$ cat src/rtl/riscv_mc_control.sv
// Multi-cycle RISC-V control FSM: sequences fetch/decode/execute/memory/writeback and counts retired instructions.
// Optional feature: define RISCV_ILLEGAL_TRAP_EN to trap on illegal opcodes instead of retiring them as NOPs.
module riscv_mc_control (
  input  logic        clk,
  input  logic        rst,
  input  logic [31:0] instruction,
  input  logic        mem_ready,
  output logic        mem_read,
  output logic        mem_write,
  output logic        ir_write,
  output logic        pc_write,
  output logic        reg_write,
  output logic        branch,
  output logic [1:0]  alu_op,
  output logic [2:0]  state,
  output logic        retire,
  output logic [31:0] instr_count,
  output logic        illegal
);

  localparam logic [2:0] FETCH  = 3'd0;
  localparam logic [2:0] DECODE = 3'd1;
  localparam logic [2:0] EXEC   = 3'd2;
  localparam logic [2:0] MEM    = 3'd3;
  localparam logic [2:0] WB     = 3'd4;
  localparam logic [2:0] TRAP   = 3'd5;

  localparam logic [6:0] OP_ALU    = 7'b0110011;
  localparam logic [6:0] OP_ALUI   = 7'b0010011;
  localparam logic [6:0] OP_LUI    = 7'b0110111;
  localparam logic [6:0] OP_AUIPC  = 7'b0010111;
  localparam logic [6:0] OP_JAL    = 7'b1101111;
  localparam logic [6:0] OP_JALR   = 7'b1100111;
  localparam logic [6:0] OP_BRANCH = 7'b1100011;
  localparam logic [6:0] OP_LOAD   = 7'b0000011;
  localparam logic [6:0] OP_STORE  = 7'b0100011;
  localparam logic [6:0] OP_FENCE  = 7'b0001111;
  localparam logic [6:0] OP_SYSTEM = 7'b1110011;

  logic [2:0]  state_q, state_d;
  logic [6:0]  opcode_q, opcode_d;
  logic [31:0] instr_count_q;
  logic        illegal_q, illegal_d;

  logic        mem_read_c, mem_write_c, ir_write_c, pc_write_c;
  logic        reg_write_c, branch_c, retire_c;
  logic [1:0]  alu_op_c;
  logic        is_exec_op, is_nop_op, is_load, is_store, is_branch, is_alu;

  // Only the opcode field steers control; the rest of the word feeds the datapath.
  logic unused_instr;
  assign unused_instr = ^instruction[31:7];

  assign is_alu    = (opcode_q == OP_ALU) || (opcode_q == OP_ALUI);
  assign is_branch = (opcode_q == OP_BRANCH);
  assign is_load   = (opcode_q == OP_LOAD);
  assign is_store  = (opcode_q == OP_STORE);
  assign is_nop_op = (opcode_q == OP_FENCE) || (opcode_q == OP_SYSTEM);
  assign is_exec_op = is_alu || is_branch || is_load || is_store ||
                      (opcode_q == OP_LUI) || (opcode_q == OP_AUIPC) ||
                      (opcode_q == OP_JAL) || (opcode_q == OP_JALR);

  always_comb begin
    state_d     = state_q;
    opcode_d    = opcode_q;
    illegal_d   = illegal_q;
    mem_read_c  = 1'b0;
    mem_write_c = 1'b0;
    ir_write_c  = 1'b0;
    pc_write_c  = 1'b0;
    reg_write_c = 1'b0;
    branch_c    = 1'b0;
    retire_c    = 1'b0;
    alu_op_c    = 2'b00;
    case (state_q)
      FETCH: begin
        mem_read_c = 1'b1;
        if (mem_ready) begin
          ir_write_c = 1'b1;
          pc_write_c = 1'b1;
          opcode_d   = instruction[6:0];
          state_d    = DECODE;
        end
      end
      DECODE: begin
        if (is_exec_op) begin
          state_d = EXEC;
        end else if (is_nop_op) begin
          retire_c = 1'b1;
          state_d  = FETCH;
        end else begin
`ifdef RISCV_ILLEGAL_TRAP_EN
          illegal_d = 1'b1;
          state_d   = TRAP;
`else
          retire_c = 1'b1;
          state_d  = FETCH;
`endif
        end
      end
      EXEC: begin
        if (is_alu) alu_op_c = 2'b10;
        else if (is_branch) alu_op_c = 2'b01;
        if (is_branch) begin
          branch_c = 1'b1;
          retire_c = 1'b1;
          state_d  = FETCH;
        end else if (is_load || is_store) begin
          state_d = MEM;
        end else begin
          state_d = WB;
        end
      end
      MEM: begin
        // Anything other than a load reaching MEM is a store.
        if (is_load) mem_read_c = 1'b1;
        else mem_write_c = 1'b1;
        if (mem_ready) begin
          if (is_load) begin
            state_d = WB;
          end else begin
            retire_c = 1'b1;
            state_d  = FETCH;
          end
        end
      end
      WB: begin
        reg_write_c = 1'b1;
        retire_c    = 1'b1;
        state_d     = FETCH;
      end
      TRAP: begin
`ifdef RISCV_ILLEGAL_TRAP_EN
        state_d = TRAP;
`else
        state_d = FETCH;
`endif
      end
      default: state_d = FETCH;
    endcase
  end

  always_ff @(posedge clk) begin
    if (rst) begin
      state_q       <= FETCH;
      opcode_q      <= 7'd0;
      instr_count_q <= 32'd0;
      illegal_q     <= 1'b0;
    end else begin
      state_q   <= state_d;
      opcode_q  <= opcode_d;
      illegal_q <= illegal_d;
      if (retire_c) instr_count_q <= instr_count_q + 32'd1;
    end
  end

  // Strobes are suppressed combinationally for the whole reset cycle.
  assign mem_read    = mem_read_c  & ~rst;
  assign mem_write   = mem_write_c & ~rst;
  assign ir_write    = ir_write_c  & ~rst;
  assign pc_write    = pc_write_c  & ~rst;
  assign reg_write   = reg_write_c & ~rst;
  assign branch      = branch_c    & ~rst;
  assign retire      = retire_c    & ~rst;
  assign alu_op      = alu_op_c;
  assign state       = state_q;
  assign instr_count = instr_count_q;
  assign illegal     = illegal_q;

endmodule

$ cat config.mk
export PLATFORM = sky130hd
export DESIGN_NAME = riscv_mc_control
export DESIGN_NICKNAME = d
export VERILOG_FILES = /design/src/rtl/riscv_mc_control.sv
export SDC_FILE = /design/constraint.sdc
export NUM_CORES = 1
export LEC_CHECK = 0
export ABC_AREA = 1
export CORE_ASPECT_RATIO = 2
export CORE_MARGIN = 1
export CORE_UTILIZATION = 40
export CTS_CLUSTER_DIAMETER = 30
export DETAILED_ROUTE_END_ITERATION = 10
export HOLD_SLACK_MARGIN = 0.15
export PLACE_DENSITY = 0.77
export SLEW_MARGIN = 20
export SYNTH_ARGS = -nofsm -noshare
export SYNTH_HDL_FRONTEND = slang
export SYNTH_SLANG_ARGS = --single-unit
$ cat constraint.sdc
create_clock -name clk -period 5.4 [get_ports clk]
set_clock_uncertainty 0.2 [all_clocks]
set_input_delay 1.08 -clock clk [delete_from_list [all_inputs] [get_ports clk]]
set_output_delay 1.08 -clock clk [all_outputs]
set_load 0.01 [all_outputs]
==> results of run 1 <==
## metal layers
layer  global-route usage (%)  vias to the layer above  part of all wire, %
li1                         -                     1449                    -
met1                     23.1                     1350                   34
met2                     40.6                       94                   54
met3                     4.49                       31                  4.4
met4                     19.6                        0                  7.1
met5                        0                        -                    0
## cells in the final DEF (no fill, tap or decap)
| cell type | count |
|---|---|
| nand2_1 | 140 |
| a211oi_1 | 1 |
| clkdlybuf4s50_1 | 52 |
| nor2_2 | 6 |
| nand3_1 | 40 |
| nand4_4 | 1 |
| nor3_4 | 1 |
| a31oi_1 | 1 |
| dfxtp_1 | 42 |
| a21oi_2 | 13 |
| o21ai_2 | 1 |
| nand3b_1 | 15 |
| nand2_8 | 1 |
| o21ai_0 | 6 |
| nor3_2 | 2 |
| nand3_2 | 3 |
| xor2_1 | 11 |
| xnor2_1 | 4 |
| conb_1 | 1 |
| nand2_2 | 9 |
| ha_1 | 1 |
| nor2_8 | 1 |
| buf_4 | 1 |
| a21oi_1 | 28 |
| buf_2 | 1 |
| nor2_1 | 57 |
| nor2_4 | 2 |
| bufinv_16 | 1 |
| inv_2 | 4 |
| nor4_1 | 1 |
| inv_1 | 16 |
| clkbuf_16 | 5 |
| clkbuf_1 | 2 |
## tightest hold or removal path: cells and delay by family, from the launching register on
family / cells / cell delay (ps)
flip-flops: 1 / 310
AND/OR/NAND/NOR: 1 / 60
AO/OA/AOI/OAI: 1 / 50
## worst min-delay path by stage
stage | from | end | cells past startpoint
after floorplan | opcode_q[2] | opcode_q[2] | 2
after global routing | opcode_q[0] | opcode_q[0] | 2
after global placement | opcode_q[1] | opcode_q[1] | 2
final | opcode_q[0] | opcode_q[0] | 2
after detailed placement | opcode_q[0] | opcode_q[0] | 2
after CTS | opcode_q[0] | opcode_q[0] | 2
## flip-flops by register name (all words and copies together) (netlist names)
signal and flops:
instr_count 32, opcode_q 7, state 3
## power by group through the flow
stage | Sequential [mW] | Combinational, mW | Clock, mW
3_3_place_gp | 0.327 | 0.0523 | 0
4_1_cts | 0.320 | 0.0538 | 0.350
6_report | 0.320 | 0.0538 | 0.349
5_1_grt | 0.321 | 0.0596 | 0.363
2_1_floorplan | 0.326 | 0.0381 | 0
3_5_place_dp | 0.327 | 0.0537 | 0
## logic make-up after synthesis
kind of cell             after synthesis  synth area share, %
XOR/XNOR                              15                 4.70
flip-flops                            42                 30.1
adder cells (fa/ha/maj)                1                0.447
buffers and inverters                 37                 7.16
other                                  1                0.134
AO/OA/AOI/OAI                         50                 11.0
AND/OR/NAND/NOR                      279                 46.6
## metrics by stage
| step | std cells | utilization, % |
|---|---|---|
| after floorplan | 425 | - |
| after global placement | 550 | 49.7 |
| after detailed placement | 550 | 49.7 |
| after CTS | 558 | 52.1 |
| after global routing | 558 | 52.1 |
| final | 558 | 52.1 |
## cell type report
| type | instances | area share, % |
|---|---|---|
| Multi-Input combinational cell | 346 | 50.5 |
| Sequential cell | 42 | 24.2 |
| Tap cell | 88 | 3.17 |
| Timing Repair Buffer | 54 | 15.3 |
| Clock inverter | 1 | 0.863 |
| Clock buffer | 7 | 3.81 |
| Inverter | 20 | 2.16 |
==> out/results.ini, run 1 <==
[detailed_routing]
wl_um = 7830
viasPerCell = 5.24
vias = 2924
drt_iter0_drc = 107
drc = 0
first_pass_iters = 4
wl_per_cell_um = 14.0
drtAntennaViolNets = 0

[final_layout]
nNetsFinal = 505
multi_input_area_um2 = 1760
n_fill_cell = 700
ff_latch_area_um2 = 841
stdcell_area_um2 = 3480
syn2layout_area_growth_pct = 24.3
diodes = 0
drive_gt1_share_pct = 11.1

[synth]
yosysWarnings = 0
synth_cell_type_count = 32
synth.ff_latch_count = 42
synth_commonest_cells = nand2_1 (140), nor2_1 (57), dfxtp_1 (42)
postSynthCellCount = 425
synthFlopType = dfxtp_1
synth_area_leaders = dfxtp_1 (30%), nand2_1 (19%), nor2_1 (7.6%)
avgSynthCellArea_um2 = 6.58
yosys.area.top_type_share_pct = 30.1
syn_area_um2 = 2800
synth_edf_count = 0
syn_nets = 461
synth_most_common_cell = nand2_1
synthArstFlopShare_pct = 0
seq_area_frac_synth_pct = 30.1
synth_top_area_cell = dfxtp_1

[pwr]
power.share.clock_pct = 48.3
cellPowerDensity_nw_per_um2 = 208
ir_drop_mv = 0.173
switching_share_pct = 23.6
power_frac_comb_pct = 7.4
seq_power_share_pct = 44.3
p_int_uw = 553
power_uw = 724
p_sw_uw = 171
power_leakage_nw = 1.19

[worst_setup_path]
cp_num_buf_inv = 3
crit_path_start_kind = primary input
cp_max_fo = 34
end_kind = output port
crit_required_ps = 4120
cp_top_family = buffers and inverters
cp_data_arrival_time_ps = 2810
slowest_delay_ps = 500
crit_slowest_cell = clkdlybuf4s50_1
path_common_cell = clkdlybuf4s50_1
startpoint = mem_ready
rr_worst_depth = 8
r2r_setup_slack_ps = 3100
path_depth = 6
timing.rr.end = instr_count[10]
r2r-start = instr_count[0]
critical_path.cell_chain = clkdlybuf4s50_1, inv_1, nor2_4, nor2_8, a21oi_1, clkdlybuf4s50_1
endpoint = retire
critical_path_class = in -> out

[sta]
hold_viol_final = 0
worst_slack_ps = 1310
tightestPinTransition_ps = 610
max_freq_mhz = 245
max_slew_margin_pct = 59.3
grt_setup_unrepaired = no
fin_setup_tns_ps = 0
hold_slack_ps = 266
final_max_slew_viol_count = 0
post-route-period-util_pct = 75.7
setup_viol = 0
post-route-min-period_ps = 4090

[hold_path]
hold_class = reg -> reg

[global_routing]
grt_pass1_wl_um = 12900
grt_pass1_vias = 2958
grt.overflow.total = 0
antenna_found_initial = 0
grt_usage_pct = 23.8
grt_max_degree = 35

[floorplanning]
core.rowCount = 42
start_util_pct = 41.9
die_x_um = 61.1
dieArea_um2 = 7350
ioPinCount = 80
die_h_um = 120
core-area_um2 = 6670

[place]
placed_area_um2 = 3320
place_ws_ps = 1300
routabilityCongestion = 0.944
place_hpwl_um = 5880
io_buffers = 53

[clock_tree]
cts-resized-gates = 0
clk_pin_slew_ps = 60
postCtsSetupRepairBufs = 0
cts.sinks = 42
clk_latency_ps = 300
cts_tree = yes
cts-root-buf = clkbuf_16
htreeDepth = 2
clockBufferDepth = 2
numCtsBuffers = 5
holdBufCountCts = 0

[run]
drv_cap = 0

[run_status]
status = completed

(Power assumes the default switching activity.)
==> run 2, diff against run 1 <==
Settings changed: PLACE_DENSITY 0.77 to 0.8.
Clock period 5.4 ns to 3.7 ns, I/O delays scaled along.
==> run 2 against run 1 <==
First-iteration DRC count down 50%. Global-route usage shrank 0.41 points. Critical path type unchanged. Clock power increased by 39%. Sequential share of layout area is 0.18 points lower. Power rose by 43%. Critical path depth unchanged. Routed wire length up 2.0%.
==> out/results.ini, run 2 (synthesis gave the netlist of run 1 again) <==
[global_routing]
met3_usage_pct = 4.49
grt_pass1_wl_um = 12700
grt_busiest_layer = met2
grt_util_met1_pct = 21.2
grt_usage_pct = 23.4
grt_pass1_vias = 2830
grt_max_degree = 34
grt_use_met2_pct = 42.2
antenna_found_initial = 0
grt.overflow.total = 0

[hold_path]
hold_start = opcode_q[2]
worstHoldEndpoint = opcode_q[2]
hold_class = reg -> reg
min_path_cells = 2

[worst_setup_path]
end_kind = output port
critical_path_class = in -> out
r2r-start = instr_count[0]
crit_path_start_kind = primary input
cp_top_family = buffers and inverters
cp_max_fo = 5
crit_slowest_cell = clkdlybuf4s50_1
path_common_cell = clkdlybuf4s50_1
cp_num_buf_inv = 3
crit_required_ps = 2760
critical_path.cell_chain = clkdlybuf4s50_1, inv_1, nor2_4, nor2_8, a21oi_1, clkdlybuf4s50_1
r2r_setup_slack_ps = 1400
cp_data_arrival_time_ps = 2320
slowest_delay_ps = 570
timing.rr.end = instr_count[30]
rr_worst_depth = 10

[clock_tree]
cts-root-buf = clkbuf_16
cts_tree = yes
clk_pin_slew_ps = 60
clk_latency_ps = 290
cts.sinks = 42
cts-resized-gates = 0
clockBufferDepth = 2
htreeDepth = 2
holdBufCountCts = 0
numCtsBuffers = 5
postCtsSetupRepairBufs = 0

[place]
place_hpwl_um = 6030
io_buffers = 53
routabilityCongestion = 0.973

[final_layout]
diodes = 0
drive_gt1_share_pct = 12.1
largest_reg_flops = 32
nNetsFinal = 508
fin_util_pct = 52.5
final_common_cell = nand2_1
syn2layout_area_growth_pct = 25.3
layout_common_cells = nand2_1 (140), nor2_1 (57), clkdlybuf4s50_1 (52)
n_fill_cell = 660

[sta]
fin_setup_tns_ps = 0
final_max_slew_viol_count = 0
post-route-period-util_pct = 88.1
setup_viol = 0
hold_viol_final = 0
post-route-min-period_ps = 3260
max_freq_mhz = 307
grt_setup_unrepaired = no

[detailed_routing]
wl_per_cell_um = 14.2
viasPerCell = 5.20
drtAntennaViolNets = 0
wl_um = 7990
drt_iter0_drc = 54
vias = 2917
first_pass_iters = 4
drc = 0

[floorplanning]
die_x_um = 61.1
core-area_um2 = 6670
core.rowCount = 42
ioPinCount = 80
dieArea_um2 = 7350
die_h_um = 120
start_util_pct = 41.9

[run]
drv_cap = 0

[pwr]
seq_power_share_pct = 45.2
power_frac_comb_pct = 7.8
p_sw_uw = 240
power_leakage_nw = 1.21
cellPowerDensity_nw_per_um2 = 295
power.share.clock_pct = 47.0
ir_drop_mv = 0.288
p_int_uw = 795
switching_share_pct = 23.2

[run_status]
status = completed

run 2: cell count changes in the layout (fill, tap and decap cells not counted), sizes merged:
cell,before,now
clkbuf,7,8
bufinv,1,0
buf,2,5
run 2: worst register-to-register path, delay by kind of cell, from the launching register on:
family                   cells  cell delay (ps)
AND/OR/NAND/NOR              7              920
flip-flops                   1              540
AO/OA/AOI/OAI                1               50
buffers and inverters        1               90
adder cells (fa/ha/maj)      1              380
run 2: worst max-delay path by stage:
| stage | startpoint | endpoint | slack (ps) | cells after the start |
|---|---|---|---|---|
| 6_report | mem_ready | retire | 440 | 6 |
| 5_1_grt | mem_ready | retire | 380 | 6 |
| 4_1_cts | mem_ready | retire | 440 | 6 |
| 3_5_place_dp | mem_ready | retire | 440 | 6 |
| 3_3_place_gp | mem_ready | retire | 470 | 6 |
| 2_1_floorplan | rst | pc_write | 1250 | 4 |
run 2: layout make-up:
class | instances | area (um2) | share of cell area (%)
clock buffers | 8 | 166 | 4.75
multi-input cells | 346 | 1760 | 50.1
repair buffers | 57 | 556 | 15.9
inverters | 20 | 75.1 | 2.14
flip-flops and latches | 42 | 841 | 24.0
well taps | 88 | 110 | 3.14
run 2: power by group through the flow:
stage                     clock network, mW  logic [mW]  registers (mW)
final                                 0.486      0.0805           0.468
after global routing                  0.505      0.0885           0.469
after CTS                             0.486      0.0807           0.467
after detailed placement                  0      0.0801           0.477
after global placement                    0      0.0785           0.477
after floorplan                           0      0.0556           0.476
run 2: per-layer routing:
layer | wire length (um) | part of all wire [%]
met3 | 316 | 4.0
met2 | 4390 | 55
met4 | 545 | 6.8
met5 | 0 | 0
met1 | 2740 | 34
run 2: metrics by stage:
stage                     instance area [um2]  hold slack, ps  worst slack [ps]  std cells  total power, mW
after global routing                     3500             288               384        561             1.06
after CTS                                3500             274               442        561             1.03
after global placement                   3340             248               475        553            0.555
final                                    3500             269               440        561             1.03
after detailed placement                 3340             265               445        553            0.558
after floorplan                          2800             234              1250        425            0.532
==> run 3, diff against run 2 <==
Settings changed: GPL_ROUTABILITY_DRIVEN set to 0.
Clock period 3.7 ns to 2.7 ns, I/O delays scaled along.
==> run 3 against run 2 <==
Register-to-register slack worse by 840 ps. Cell area about the same. Non-clock buffer count up 2. Largest cell class unchanged.
==> out/results.ini, run 3 (synthesis gave the netlist of run 1 again) <==
[final_layout]
largest_reg_flops = 32
layout_common_cells = nand2_1 (140), nor2_1 (55), clkdlybuf4s50_1 (48)
final_common_cell = nand2_1
syn2layout_area_growth_pct = 25.4
diodes = 0
final_cells = 562
drive_gt1_share_pct = 12.7
nNetsFinal = 510

[sta]
hold_viol_final = 0
grt_setup_unrepaired = no
hold_slack_ps = 253
final_max_slew_viol_count = 0
setup_viol = 0
post-route-period-util_pct = 95.1
post-route-min-period_ps = 2570
max_freq_mhz = 390

[clock_tree]
cts_tree = yes
clk_pin_slew_ps = 50
clockBufferDepth = 2
numCtsBuffers = 5
cts-root-buf = clkbuf_16
htreeDepth = 2
cts.sinks = 42
clk_latency_ps = 290

[worst_setup_path]
crit_path_start_kind = flop
cp_max_fo = 4
critical_path_class = reg -> out
cp_data_arrival_time_ps = 1830
crit_required_ps = 1960
end_kind = output port

[detailed_routing]
top_layer = met4
drt_iter0_drc = 127
vias = 2937
wl_met3_um = 291
wl_met1_um = 2770
drtAntennaViolNets = 0
met2_length_um = 4510
wl_um = 7930
wl_per_cell_um = 14.1
first_pass_iters = 6
viasPerCell = 5.23
drc = 0

[place]
io_buffers = 53
place_hpwl_um = 5920
dpl.cell_count = 555

[floorplanning]
dieArea_um2 = 7350
core.rowCount = 42
start_util_pct = 41.9
core-area_um2 = 6670
die_x_um = 61.1
ioPinCount = 80
die_h_um = 120

[run]
drv_cap = 0

[pwr]
cellPowerDensity_nw_per_um2 = 378
power_leakage_nw = 1.23
ir_drop_mv = 0.402

[global_routing]
grt_pass1_wl_um = 12900
antenna_found_initial = 0
grt_pass1_vias = 2805
grt_usage_pct = 24.2
grt.overflow.total = 0
grt_max_degree = 34

[hold_path]
hold_class = reg -> reg

[run_status]
status = completed

run 3: changes by cell type in the layout (fill, tap and decap cells not counted), moves of 2 or more:
cell and change:
clkdlybuf4s50_1 -4, buf_4 +2, clkbuf_1 +2, nor2_1 -2, clkbuf_8 -3, nor2_2 +2
dlygate4sd2_1 +2, dlymetal6s2s_1 +2
run 3: worst max-delay path, cell delays in order (launching register included):
cell and delay [ps]:
dfxtp_1 380, inv_1 140, nor3_4 200, nand3_1 130, a21oi_1 150, clkdlybuf4s50_1 550
run 3: where the power goes:
| part | switching (mW) | leakage, nW | internal (mW) |
|---|---|---|---|
| clock network | 0.234 | 0.0640 | 0.338 |
| logic | 0.0726 | 0.831 | 0.0416 |
| registers | 0.00844 | 0.340 | 0.630 |
| total | 0.315 | 1.23 | 1.01 |
run 3: what timing repair did:
action / in CTS / in global routing
endpoints found under the setup margin: 4 / 3
hold buffers: 0 / 0
pin swaps: 1 / 1
buffers inserted: 0 / 0
resized for setup: 6 / 3
run 3: path summary, 6_finish.rpt:
kind                             startpoint               to  slack (ps)  cells after the start
worst max-delay path               state[1]         mem_read         130                      5
worst min-delay path            opcode_q[2]      opcode_q[2]         250                      2
worst max register to register  opcode_q[3]  instr_count[10]         560                     11
worst min register to register  opcode_q[2]      opcode_q[2]         250                      2
run 3: metrics by stage:
step | util [%] | area, um2 | setup WS [ps] | power (mW) | setup TNS (ps)
CTS | 52.4 | 3500 | 31.7 | 1.33 | 0
global placement | 50.2 | 3350 | -34.8 | 0.762 | -44.0
detailed placement | 50.2 | 3350 | -30.6 | 0.765 | -56.7
finish | 52.5 | 3510 | 133 | 1.32 | 0
floorplan | - | 2800 | 592 | 0.729 | 0
global route | 52.5 | 3510 | 34.5 | 1.37 | 0
run 3: per-layer routing:
metal  global-route usage [%]  up-vias
met5                        0        -
li1                         -     1466
met2                     42.7       70
met3                     5.24       21
met1                     24.6     1380
met4                     13.8        0
run 3: area by class of cell:
cell class / instances / area [um2]
Timing Repair Buffer: 59 / 573
Tap cell: 88 / 110
Clock buffer: 7 / 133
Inverter: 20 / 75.1
Sequential cell: 42 / 842
Fill cell: 693 / 3170
Multi-Input combinational cell: 346 / 1770
